===== config.mk =====
export PLATFORM = sky130hd
export DESIGN_NAME = ccff_chain_loader
export DESIGN_NICKNAME = d
export VERILOG_FILES = /design/src/rtl/ccff_chain_loader.sv
export SDC_FILE = /design/constraint.sdc
export NUM_CORES = 1
export LEC_CHECK = 0
export ABC_AREA = 1
export CAP_MARGIN = 20
export CORE_AREA = 2 2 81 83
export CTS_CLUSTER_DIAMETER = 30
export CTS_CLUSTER_SIZE = 16
export DETAILED_ROUTE_END_ITERATION = 6
export DIE_AREA = 0 0 83 85
export GPL_ROUTABILITY_DRIVEN = 0
export GPL_TIMING_DRIVEN = 0
export HOLD_SLACK_MARGIN = 0.12
export SLEW_MARGIN = 20
export SYNTH_ARGS = -nofsm -noshare
export SYNTH_HDL_FRONTEND = slang
export SYNTH_SLANG_ARGS = --single-unit

===== constraint.sdc =====
create_clock -name prog_clk -period 3.5 [get_ports prog_clk]
set_input_delay 1.05 -clock prog_clk [delete_from_list [all_inputs] [get_ports prog_clk]]
set_output_delay 1.05 -clock prog_clk [all_outputs]
set_load 0.03 [all_outputs]

===== src/rtl/ccff_chain_loader.sv =====
// ccff_chain_loader: serialises configuration words onto one ccff
// chain segment, with an optional second pass that checks ccff_tail.
//
// Ports:
//   prog_clk, pReset   clock, synchronous active-high reset
//   start, verify      begin a pass (IDLE only); verify latched on start
//   cfg_data/valid/ready  word handshake, bit 0 of a word shifted first
//   ccff_head          serial data into the chain
//   ccff_clk_en        chain shifts on every prog_clk edge where this is 1
//   ccff_tail          serial data out of the chain
//   busy, done         not idle / one-cycle end-of-pass pulse
//   error, err_idx     sticky verify mismatch and first failing bit index
module ccff_chain_loader #(
  parameter int CHAIN_LEN = 46,
  parameter int WORD_W    = 8,
  parameter int CNT_W     = $clog2(CHAIN_LEN + 1)
) (
  input  logic              prog_clk,
  input  logic              pReset,
  input  logic              start,
  input  logic              verify,
  input  logic [WORD_W-1:0] cfg_data,
  input  logic              cfg_valid,
  output logic              cfg_ready,
  output logic              ccff_head,
  output logic              ccff_clk_en,
  input  logic              ccff_tail,
  output logic              busy,
  output logic              done,
  output logic              error,
  output logic [CNT_W-1:0]  err_idx
);

  localparam int NB_W = $clog2(WORD_W + 1);

  typedef enum logic [1:0] {
    S_IDLE,
    S_WAIT,
    S_SHIFT,
    S_DONE
  } state_t;

  state_t            r_state;
  state_t            w_next;

  logic [WORD_W-1:0] r_shreg;
  logic [CNT_W-1:0]  r_bit_cnt;
  logic [NB_W-1:0]   r_nbits;
  logic              r_verify;
  logic              r_error;
  logic [CNT_W-1:0]  r_err_idx;

  int                w_rem;
  logic [NB_W-1:0]   w_first_nbits;
  logic              w_last_bit;
  logic              w_chain_full;
  logic              w_mismatch;

  // Bits still owed to the chain; the final word may be partial.
  always_comb begin
    w_rem = CHAIN_LEN - int'(r_bit_cnt);
    if (w_rem >= WORD_W) begin
      w_first_nbits = NB_W'(WORD_W);
    end else begin
      w_first_nbits = NB_W'(w_rem);
    end
  end

  assign w_last_bit   = (r_nbits == NB_W'(1));
  // bit_cnt reaches CHAIN_LEN on this edge.
  assign w_chain_full = (r_bit_cnt == CNT_W'(CHAIN_LEN - 1));
  // Tail shows the previous pass's copy of the bit now on head.
  assign w_mismatch   = r_verify && (ccff_tail != r_shreg[0]);

  always_ff @(posedge prog_clk) begin
    if (pReset) begin
      r_state <= S_IDLE;
    end else begin
      r_state <= w_next;
    end
  end

  always_comb begin
    w_next      = r_state;
    cfg_ready   = 1'b0;
    ccff_clk_en = 1'b0;
    ccff_head   = 1'b0;
    busy        = 1'b1;
    done        = 1'b0;
    unique case (r_state)
      S_IDLE: begin
        busy = 1'b0;
        if (start) begin
          w_next = S_WAIT;
        end
      end
      S_WAIT: begin
        cfg_ready = 1'b1;
        if (cfg_valid) begin
          w_next = S_SHIFT;
        end
      end
      S_SHIFT: begin
        ccff_clk_en = 1'b1;
        ccff_head   = r_shreg[0];
        if (w_last_bit) begin
          w_next = w_chain_full ? S_DONE : S_WAIT;
        end
      end
      S_DONE: begin
        done   = 1'b1;
        w_next = S_IDLE;
      end
      default: begin
        w_next = S_IDLE;
      end
    endcase
  end

  always_ff @(posedge prog_clk) begin
    if (pReset) begin
      r_shreg   <= '0;
      r_bit_cnt <= '0;
      r_nbits   <= '0;
      r_verify  <= 1'b0;
      r_error   <= 1'b0;
      r_err_idx <= '0;
    end else begin
      unique case (r_state)
        S_IDLE: begin
          if (start) begin
            r_verify  <= verify;
            r_error   <= 1'b0;
            r_err_idx <= '0;
            r_bit_cnt <= '0;
          end
        end
        S_WAIT: begin
          if (cfg_valid) begin
            r_shreg <= cfg_data;
            r_nbits <= w_first_nbits;
          end
        end
        S_SHIFT: begin
          r_shreg   <= r_shreg >> 1;
          r_bit_cnt <= r_bit_cnt + CNT_W'(1);
          r_nbits   <= r_nbits - NB_W'(1);
          if (w_mismatch && !r_error) begin
            r_error   <= 1'b1;
            r_err_idx <= r_bit_cnt;
          end
        end
        default: begin
        end
      endcase
    end
  end

  assign error   = r_error;
  assign err_idx = r_err_idx;

endmodule


-- After elaboration in Yosys (flattened, before gate mapping)
Index checks and enable logic that the tools add are counted.
- flip-flop bits (word level): 28
- latch bits: 0
- memory bits (writable): 0
- memory bits (read-only): 0
- input port bits: 14
- output and inout port bits: 12
- logic and storage cells: 54
- memories: 0
- add/subtract/negate cells: 3
- $mul: 0
- divide/modulo/power cells: 0
- magnitude comparators: 1
- equality and inequality tests: 10
- shift operators: 0
- multiplexer cells: 22
- bitwise logic cells: 0
- reduce and logical (&&, ||, !) cells: 11
- operators with widths (operator ; number):
    $pmux 6 s2 ; 2
    $pmux 8 s2 ; 1
    $mux 6 ; 2
    $mux 2 ; 4
    $mux 4 ; 2
    $mux 8 ; 1
    $ne 2x2->1 const B ; 4
    $pmux 2 s4 ; 1
    $pmux 4 s2 ; 1
    $ge 7x5->1 const B ; 1
    $mux 1 ; 7
    $sub 6x6->7 const A ; 1
    $add 6x1->6 const B ; 1
    $eq 6x6->1 const B ; 1
    $reduce_and 2->1 ; 3
    $reduce_and 3->1 ; 2
    $eq 2x2->1 const B ; 2
    $eq 4x1->1 const B ; 1
    $reduce_bool 2->1 ; 2
    $sub 4x1->4 const B ; 1
    $eq 2x1->1 const B ; 1
    $logic_and 1x1->1 ; 2
    $logic_not 2->1 ; 1
    $pmux 1 s2 ; 1
    2 further kinds ; 2

-- Depth between registers and ports, before layout
Gate-level depths: netlist of the first run.
- depth in word-level cells: 5
- depth in mapped cells: 10
- gate-level depth less buffers: 10

-- Worst setup path after synthesis of the first run
No wires, ideal clock.
- kind: register -> output
- start point: register r_state[1]
- end point: output port ccff_head
- arrival time: 1.117 ns
- data required time: 2.450 ns
- path slack: 1.333 ns
- stages on the path, launching flop included: 4
- buffers on the path: 1
- cells stage by stage: dfxtp_1 > nand2_4 > buf_2 > nor2_1
- longest elaborated chain between the ends: 2
- ends and longest elaborated chain (element ; RTL line ; RTL):
    start: declaration ; 43 ; state_t r_state;
    start signal: assignment ; 79 ; r_state <= w_next;
    $eq 2x2->1 ; 90 ; unique case (r_state)
    $mux 1 ; 90 ;
    end: declaration ; 25 ; output logic ccff_head,
No other way between the ends.

-- Worst setup path after layout of the first run
- start point: register r_state[1]
- end point: output port ccff_clk_en
- longest elaborated chain between the ends: 2
- ends and longest elaborated chain (element ; RTL line ; RTL):
    $eq 2x2->1 ; 90 ;
    $mux 1 ; 90 ;
    end: declaration ; 26 ; output logic ccff_clk_en,
No other way between the ends.

==> results of run 1 <==
-- state kept, by name, indices dropped and copies added (netlist names) --
name,cells
r_bit_cnt,6
r_nbits,4
err_idx,6
error,1
r_shreg,8
r_verify,1
r_state,2
-- power by group --
group          switching, W  leakage (nW)  internal, W  total, W
Combinational      0.000190         0.563     0.000123  0.000313
Sequential        0.0000311         0.228     0.000364  0.000395
Clock             0.0000999        0.0216    0.0000774  0.000177
Total              0.000321         0.812     0.000564  0.000886
-- layout make-up --
cell class / instances / area [um2] / share of cell area
multi-input combinational: 142 / 774 / 0.413
timing repair buffer: 25 / 250 / 0.134
sequential: 28 / 561 / 0.299
inverter: 24 / 93.8 / 0.0501
clock buffer: 3 / 41.3 / 0.0220
tap: 77 / 96.3 / 0.0514
buffer: 8 / 57.6 / 0.0307
-- worst max-delay path, delay by kind of cell, from the launching register on --
kind | cells | cell delay (ns)
buf+inv | 4 | 1.03
flops | 1 | 0.47
simple gates | 1 | 0.13
-- cells by family (layout without fill, tap and decap cells) --
family / after synthesis / count (layout) / synth area share
simple gates: 87 / 87 / 0.283
compound gates: 47 / 47 / 0.178
buf+inv: 32 / 60 / 0.102
flops: 28 / 28 / 0.377
fa+ha+maj: 5 / 5 / 0.0421
xor+xnor: 3 / 3 / 0.0177
-- path summary, 6_finish.rpt --
kind	to	slack, ns	depth (start not counted)
max	ccff_clk_en	0.52	5
min	err_idx[4]	0.47	2
max reg2reg	r_nbits[3]	1.93	9
min reg2reg	err_idx[4]	0.47	2
-- metrics by stage --
step,hold slack (ns),util,setup WS [ns]
finish,0.468,0.302,0.525
global route,0.479,0.302,0.447
CTS,0.470,0.302,0.516
detailed placement,0.454,0.295,0.834
global placement,0.454,0.295,0.831
floorplan,0.454,-,1.33
-- Yosys cell counts (2+ instances only) --
master | count | area, um2
nor2_4 | 3 | 33.8
nand4_1 | 2 | 12.5
o21ai_0 | 16 | 80.1
ha_1 | 5 | 62.6
o21ai_1 | 3 | 15.0
inv_1 | 20 | 75.1
a21oi_1 | 14 | 70.1
nand3_1 | 9 | 45.0
xnor2_1 | 2 | 17.5
buf_2 | 4 | 20.0
a31oi_1 | 8 | 50.1
a21oi_2 | 3 | 26.3
dfxtp_1 | 28 | 561
nor2_2 | 2 | 12.5
nand2_2 | 4 | 25.0
inv_2 | 2 | 7.51
nor2_1 | 15 | 56.3
nand2_1 | 47 | 176
-- layer usage --
layer,track usage,vias up,wire length [um]
met2,0.163,32,1410
met5,0,-,0
met3,0.0253,5,137
li1,-,712,-
met4,0.0179,0,24
met1,0.134,608,1800
==> reports/results.tsv, run 1 <==
stage	metric	value	unit
status	status	finished, final reports clean	
synthesis	yosys_warnings	0	
place	place_hpwl	2560	um
finish	fin_area	1870	um2
clock_tree	cts-buffers-inserted	3	
route	routed_via_density	4.42	
power_and_ir_drop	fin_total_pwr	0.000886	W
clock_tree	htreeDepth	1	
timing	fin_skew	0.00206	ns
timing	fin_crit_sh	0.850	
timing	tightest_slew	0.506	ns
route	drt_first_pass_iters	4	
finish	n_antenna_cell	0	
critical_path	crit-reg2reg-launch	r_bit_cnt[0]	
place	dp.cells	304	
route	ant_nets	0	
clock_tree	post_cts_buffers	0	
die	fp.dieW	83	um
finish	fin_nets	251	
clock_tree	root_buffer	clkbuf_8	
die	die_h	85	um
critical_path	crit_path_start_kind	flop	
min_path	min-delay-start	err_idx[4]	
power_and_ir_drop	power_density	473	nW/um2
synthesis	ys_ff_latch	28	
critical_path	required	2.45	ns
clock_tree	cts_sinks	28	
finish	n_fill_cell	667	
synthesis	ys.flop_type	dfxtp_1	
route	drt-initial-drc-count	60	
clock_tree	cts_tree	done	
critical_path	crit_path_start	r_state[1]	
finish	final_common_cell	nand2_1	
critical_path	worstSetupPathType	reg2out	
die	fp.dieArea	7060	um2
global_route	antenna_found_initial	0	
power_and_ir_drop	total_leakage_power	0.812	nW
clock_tree	cts_max_path_buffers	2	
finish	drive_gt1_frac	0.135	
timing	maxSlewViolCount	0	
synthesis	post_synth.cell_area_avg	7.36	um2
global_route	grt_usage	0.0994	
synthesis	synth-edff-count	0	
synthesis	syn_nets	221	
timing	rsz0062_at_grt	no	
place	port_buffers	25	
critical_path	crit_path_end_kind	primary output	
route	vias	1357	
timing	finalCriticalPeriod	2.98	ns
clock_tree	cts.clk_slew.worst_paths	0.09	ns
die	coreArea	6200	um2
synthesis	ys_async_sr_fraction	0	
finish	area_delta_synth_final	26.1	%
die	rows	29	
clock_tree	clkLatencyLatePin	0.27	ns
power_and_ir_drop	ir_worst_vdd	0.181	mV
timing	setup_violations	0	
global_route	grt_pass1_vias	1300	
critical_path	cp_max_fo	10	
route	wirelength	3370	um
critical_path	slowest_stage	clkdlybuf4s50_1	
route	post-route-drc-count	0	
place	dpl_cell_area	1830	um2
timing	slew-limit-headroom	0.663	
global_route	grt-ovfl-total	0	
route	wire_per_inst	11.0	um
die	start_util	0.240	
timing	fin_tns_setup	0	ns
critical_path	crit_arrival	1.93	ns
finish	layout_common_cells	nand2_1, dfxtp_1, clkdlybuf4s50_1	
die	io_pins	26	
global_route	grt_max_degree	15	
synthesis	ys_types	33	
finish	final_cells	307	
timing	hold_viol_final	0	
timing	max_freq	336	MHz
job	maxCapViolations	0	
critical_path	cpPeakStageDelay	0.67	ns
clock_tree	hold_buffers	0	
clock_tree	cts-resized-gates	0	
synthesis	synth_sequential_area_ratio	0.377	
critical_path	path_cells	nand2_4, inv_4, buf_8, buf_6, clkdlybuf4s50_1	
global_route	grt_pass1_wl	5880	um
synthesis	netlist_area	1490	um2
synthesis	syn_inst	202	
min_path	hp-class	reg2reg	
No activity file was read; power rests on OpenSTA's default activity.
==> run 2: changes to the inputs <==
--- a/config.mk
+++ b/config.mk
@@ -15,6 +15,8 @@
 export GPL_ROUTABILITY_DRIVEN = 0
 export GPL_TIMING_DRIVEN = 0
 export HOLD_SLACK_MARGIN = 0.12
+export REMOVE_ABC_BUFFERS = 1
+export SKIP_LAST_GASP = 1
 export SLEW_MARGIN = 20
 export SYNTH_ARGS = -nofsm -noshare
 export SYNTH_HDL_FRONTEND = slang
==> run 2 against run 1 <==
Register-to-register slack about the same. Wire length down 5.7%. Non-clock buffer count decreased by 8. First-iteration DRC count is 38% higher. Highest routed layer unchanged. Final area is 2.3% lower. Die area stayed put. Worst hold slack got worse by 0.0010 ns. Critical endpoint unchanged. Critical path depth decreased by 2. Clock skew is 0.0014 ns higher. Critical path type unchanged. Total power hardly changed. Worst setup slack better by 0.0069 ns.
==> reports/results.tsv, run 2 (synthesized netlist as in run 1, its figures left out) <==
stage	metric	value	unit	change
finish	area_delta_synth_final	23.1	%	was 26.1%
power_and_ir_drop	total_leakage_power	0.783	nW	was 0.812 nW
global_route	grt-ovfl-total	0		unchanged
critical_path	cp_max_fo	20		was 10
power_and_ir_drop	power_density	483	nW/um2	was 473 nW/um2
place	dp_slack	0.835	ns	was 0.834 ns
finish	fin_nets	243		was 251
critical_path	crit_path_end_kind	primary output		unchanged
place	place_hpwl	2320	um	was 2560 um
route	vias	1308		was 1357
clock_tree	post_cts_buffers	0		unchanged
timing	fin_skew	0.00344	ns	was 0.00206 ns
finish	n_antenna_cell	0		unchanged
global_route	grt_pass1_vias	1183		was 1300
route	drt_first_pass_iters	4		unchanged
timing	fin_crit_sh	0.848		was 0.850
die	rows	29		unchanged
job	maxCapViolations	0		unchanged
clock_tree	clkLatencyLatePin	0.27	ns	about the same
route	wire_per_inst	10.6	um	was 11.0 um
route	routed_via_density	4.36		was 4.42
finish	fin_util	0.295		was 0.302
critical_path	crit_path_start_kind	flop		unchanged
route	wirelength	3170	um	was 3370 um
finish	largest_reg_flops	8		unchanged
finish	regArea	561	um2	unchanged
min_path	hp-class	reg2reg		unchanged
die	fp.dieArea	7060	um2	unchanged
global_route	grt_max_degree	21		was 15
global_route	globalRouteMet2Util	0.153		was 0.163
timing	slew-limit-headroom	0.652		was 0.663
finish	drive_gt1_frac	0.112		was 0.135
critical_path	required	2.45	ns	about the same
critical_path	path_cells	nand2_4, inv_4, clkdlybuf4s50_1		was nand2_4, inv_4, buf_8, buf_6, clkdlybuf4s50_1
route	drt-initial-drc-count	83		was 60
global_route	grt_pass1_wl	5280	um	was 5880 um
critical_path	worstSetupPathType	reg2out		unchanged
global_route	grt.busiest_layer	met2		unchanged
die	io_pins	26		unchanged
timing	max_freq	337	MHz	was 336 MHz
timing	worst_slack	0.532	ns	was 0.525 ns
timing	hold_ws	0.467	ns	was 0.468 ns
finish	n_fill_cell	669		was 667
critical_path	cpPeakStageDelay	0.72	ns	was 0.67 ns
die	die_h	85	um	unchanged
finish	regMostFlops	r_shreg		unchanged
critical_path	crit_arrival	1.92	ns	was 1.93 ns
route	ant_nets	0		unchanged
clock_tree	cts-resized-gates	0		unchanged
clock_tree	cts_sinks	28		unchanged
die	coreArea	6200	um2	unchanged
finish	multi_input_comb_area	774	um2	unchanged
clock_tree	hold_buffers	0		unchanged
clock_tree	cts-buffers-inserted	3		unchanged
clock_tree	htreeDepth	1		unchanged
global_route	antenna_found_initial	0		unchanged
clock_tree	cts_tree	done		unchanged
timing	maxSlewViolCount	0		unchanged
die	fp.dieW	83	um	unchanged
global_route	grt_util_met1	0.115		was 0.134
timing	fin_tns_setup	0	ns	unchanged
finish	layout_common_cells	nand2_1, dfxtp_1, clkdlybuf4s50_1		unchanged
place	port_buffers	25		unchanged
route	post-route-drc-count	0		unchanged
timing	finalCriticalPeriod	2.97	ns	was 2.98 ns
finish	final_common_cell	nand2_1		unchanged
global_route	use_met3	0.0214		was 0.0253
die	start_util	0.240		unchanged
timing	tightest_slew	0.522	ns	was 0.506 ns
power_and_ir_drop	ir_worst_vdd	0.184	mV	was 0.181 mV
status	status	finished, final reports clean		unchanged
global_route	grt_usage	0.0900		was 0.0994
critical_path	slowest_stage	clkdlybuf4s50_1		unchanged
timing	setup_violations	0		unchanged
clock_tree	root_buffer	clkbuf_8		unchanged
clock_tree	cts_max_path_buffers	2		unchanged
clock_tree	cts.clk_slew.worst_paths	0.10	ns	was 0.09 ns
timing	hold_viol_final	0		unchanged
timing	rsz0062_at_grt	no		unchanged
run 2: area by class of cell:
cell class	count	area share
clock buffers	4	0.0301
multi-input cells	142	0.423
repair buffers	25	0.137
flip-flops and latches	28	0.306
well taps	77	0.0526
inverters	24	0.0513
run 2: power by group:
group	leakage, nW	total (W)	switching [W]	internal (W)
clock	0.0288	0.000200	0.0000995	0.000101
combinational	0.526	0.000289	0.000182	0.000107
sequential	0.228	0.000395	0.0000315	0.000364
run 2: metal layers:
metal	vias to the layer above	routed length, um
li1	699	-
met1	585	1510
met2	22	1510
met3	2	137
met4	0	23
met5	-	0
run 2: worst paths after layout:
path / start / endpoint / slack (ns) / depth (start not counted)
max: r_state[1] / ccff_clk_en / 0.53 / 3
min: err_idx[3] / err_idx[3] / 0.47 / 2
max reg2reg: r_state[1] / r_nbits[2] / 1.92 / 5
min reg2reg: err_idx[3] / err_idx[3] / 0.47 / 2
run 2: metrics by stage:
step           total power (W)  std cells  area, um2
2_1_floorplan         0.000605        194       1430
3_3_place_gp          0.000691        296       1780
3_5_place_dp          0.000694        296       1780
4_1_cts               0.000897        300       1830
5_1_grt               0.000955        300       1830
6_report              0.000885        300       1830
run 2: worst max-delay path: cells and delay by family, from the launching register on:
kind | cells | cell delay, ns
DFF | 1 | 0.48
buffers and inverters | 2 | 0.98
and+or+nand+nor | 1 | 0.19
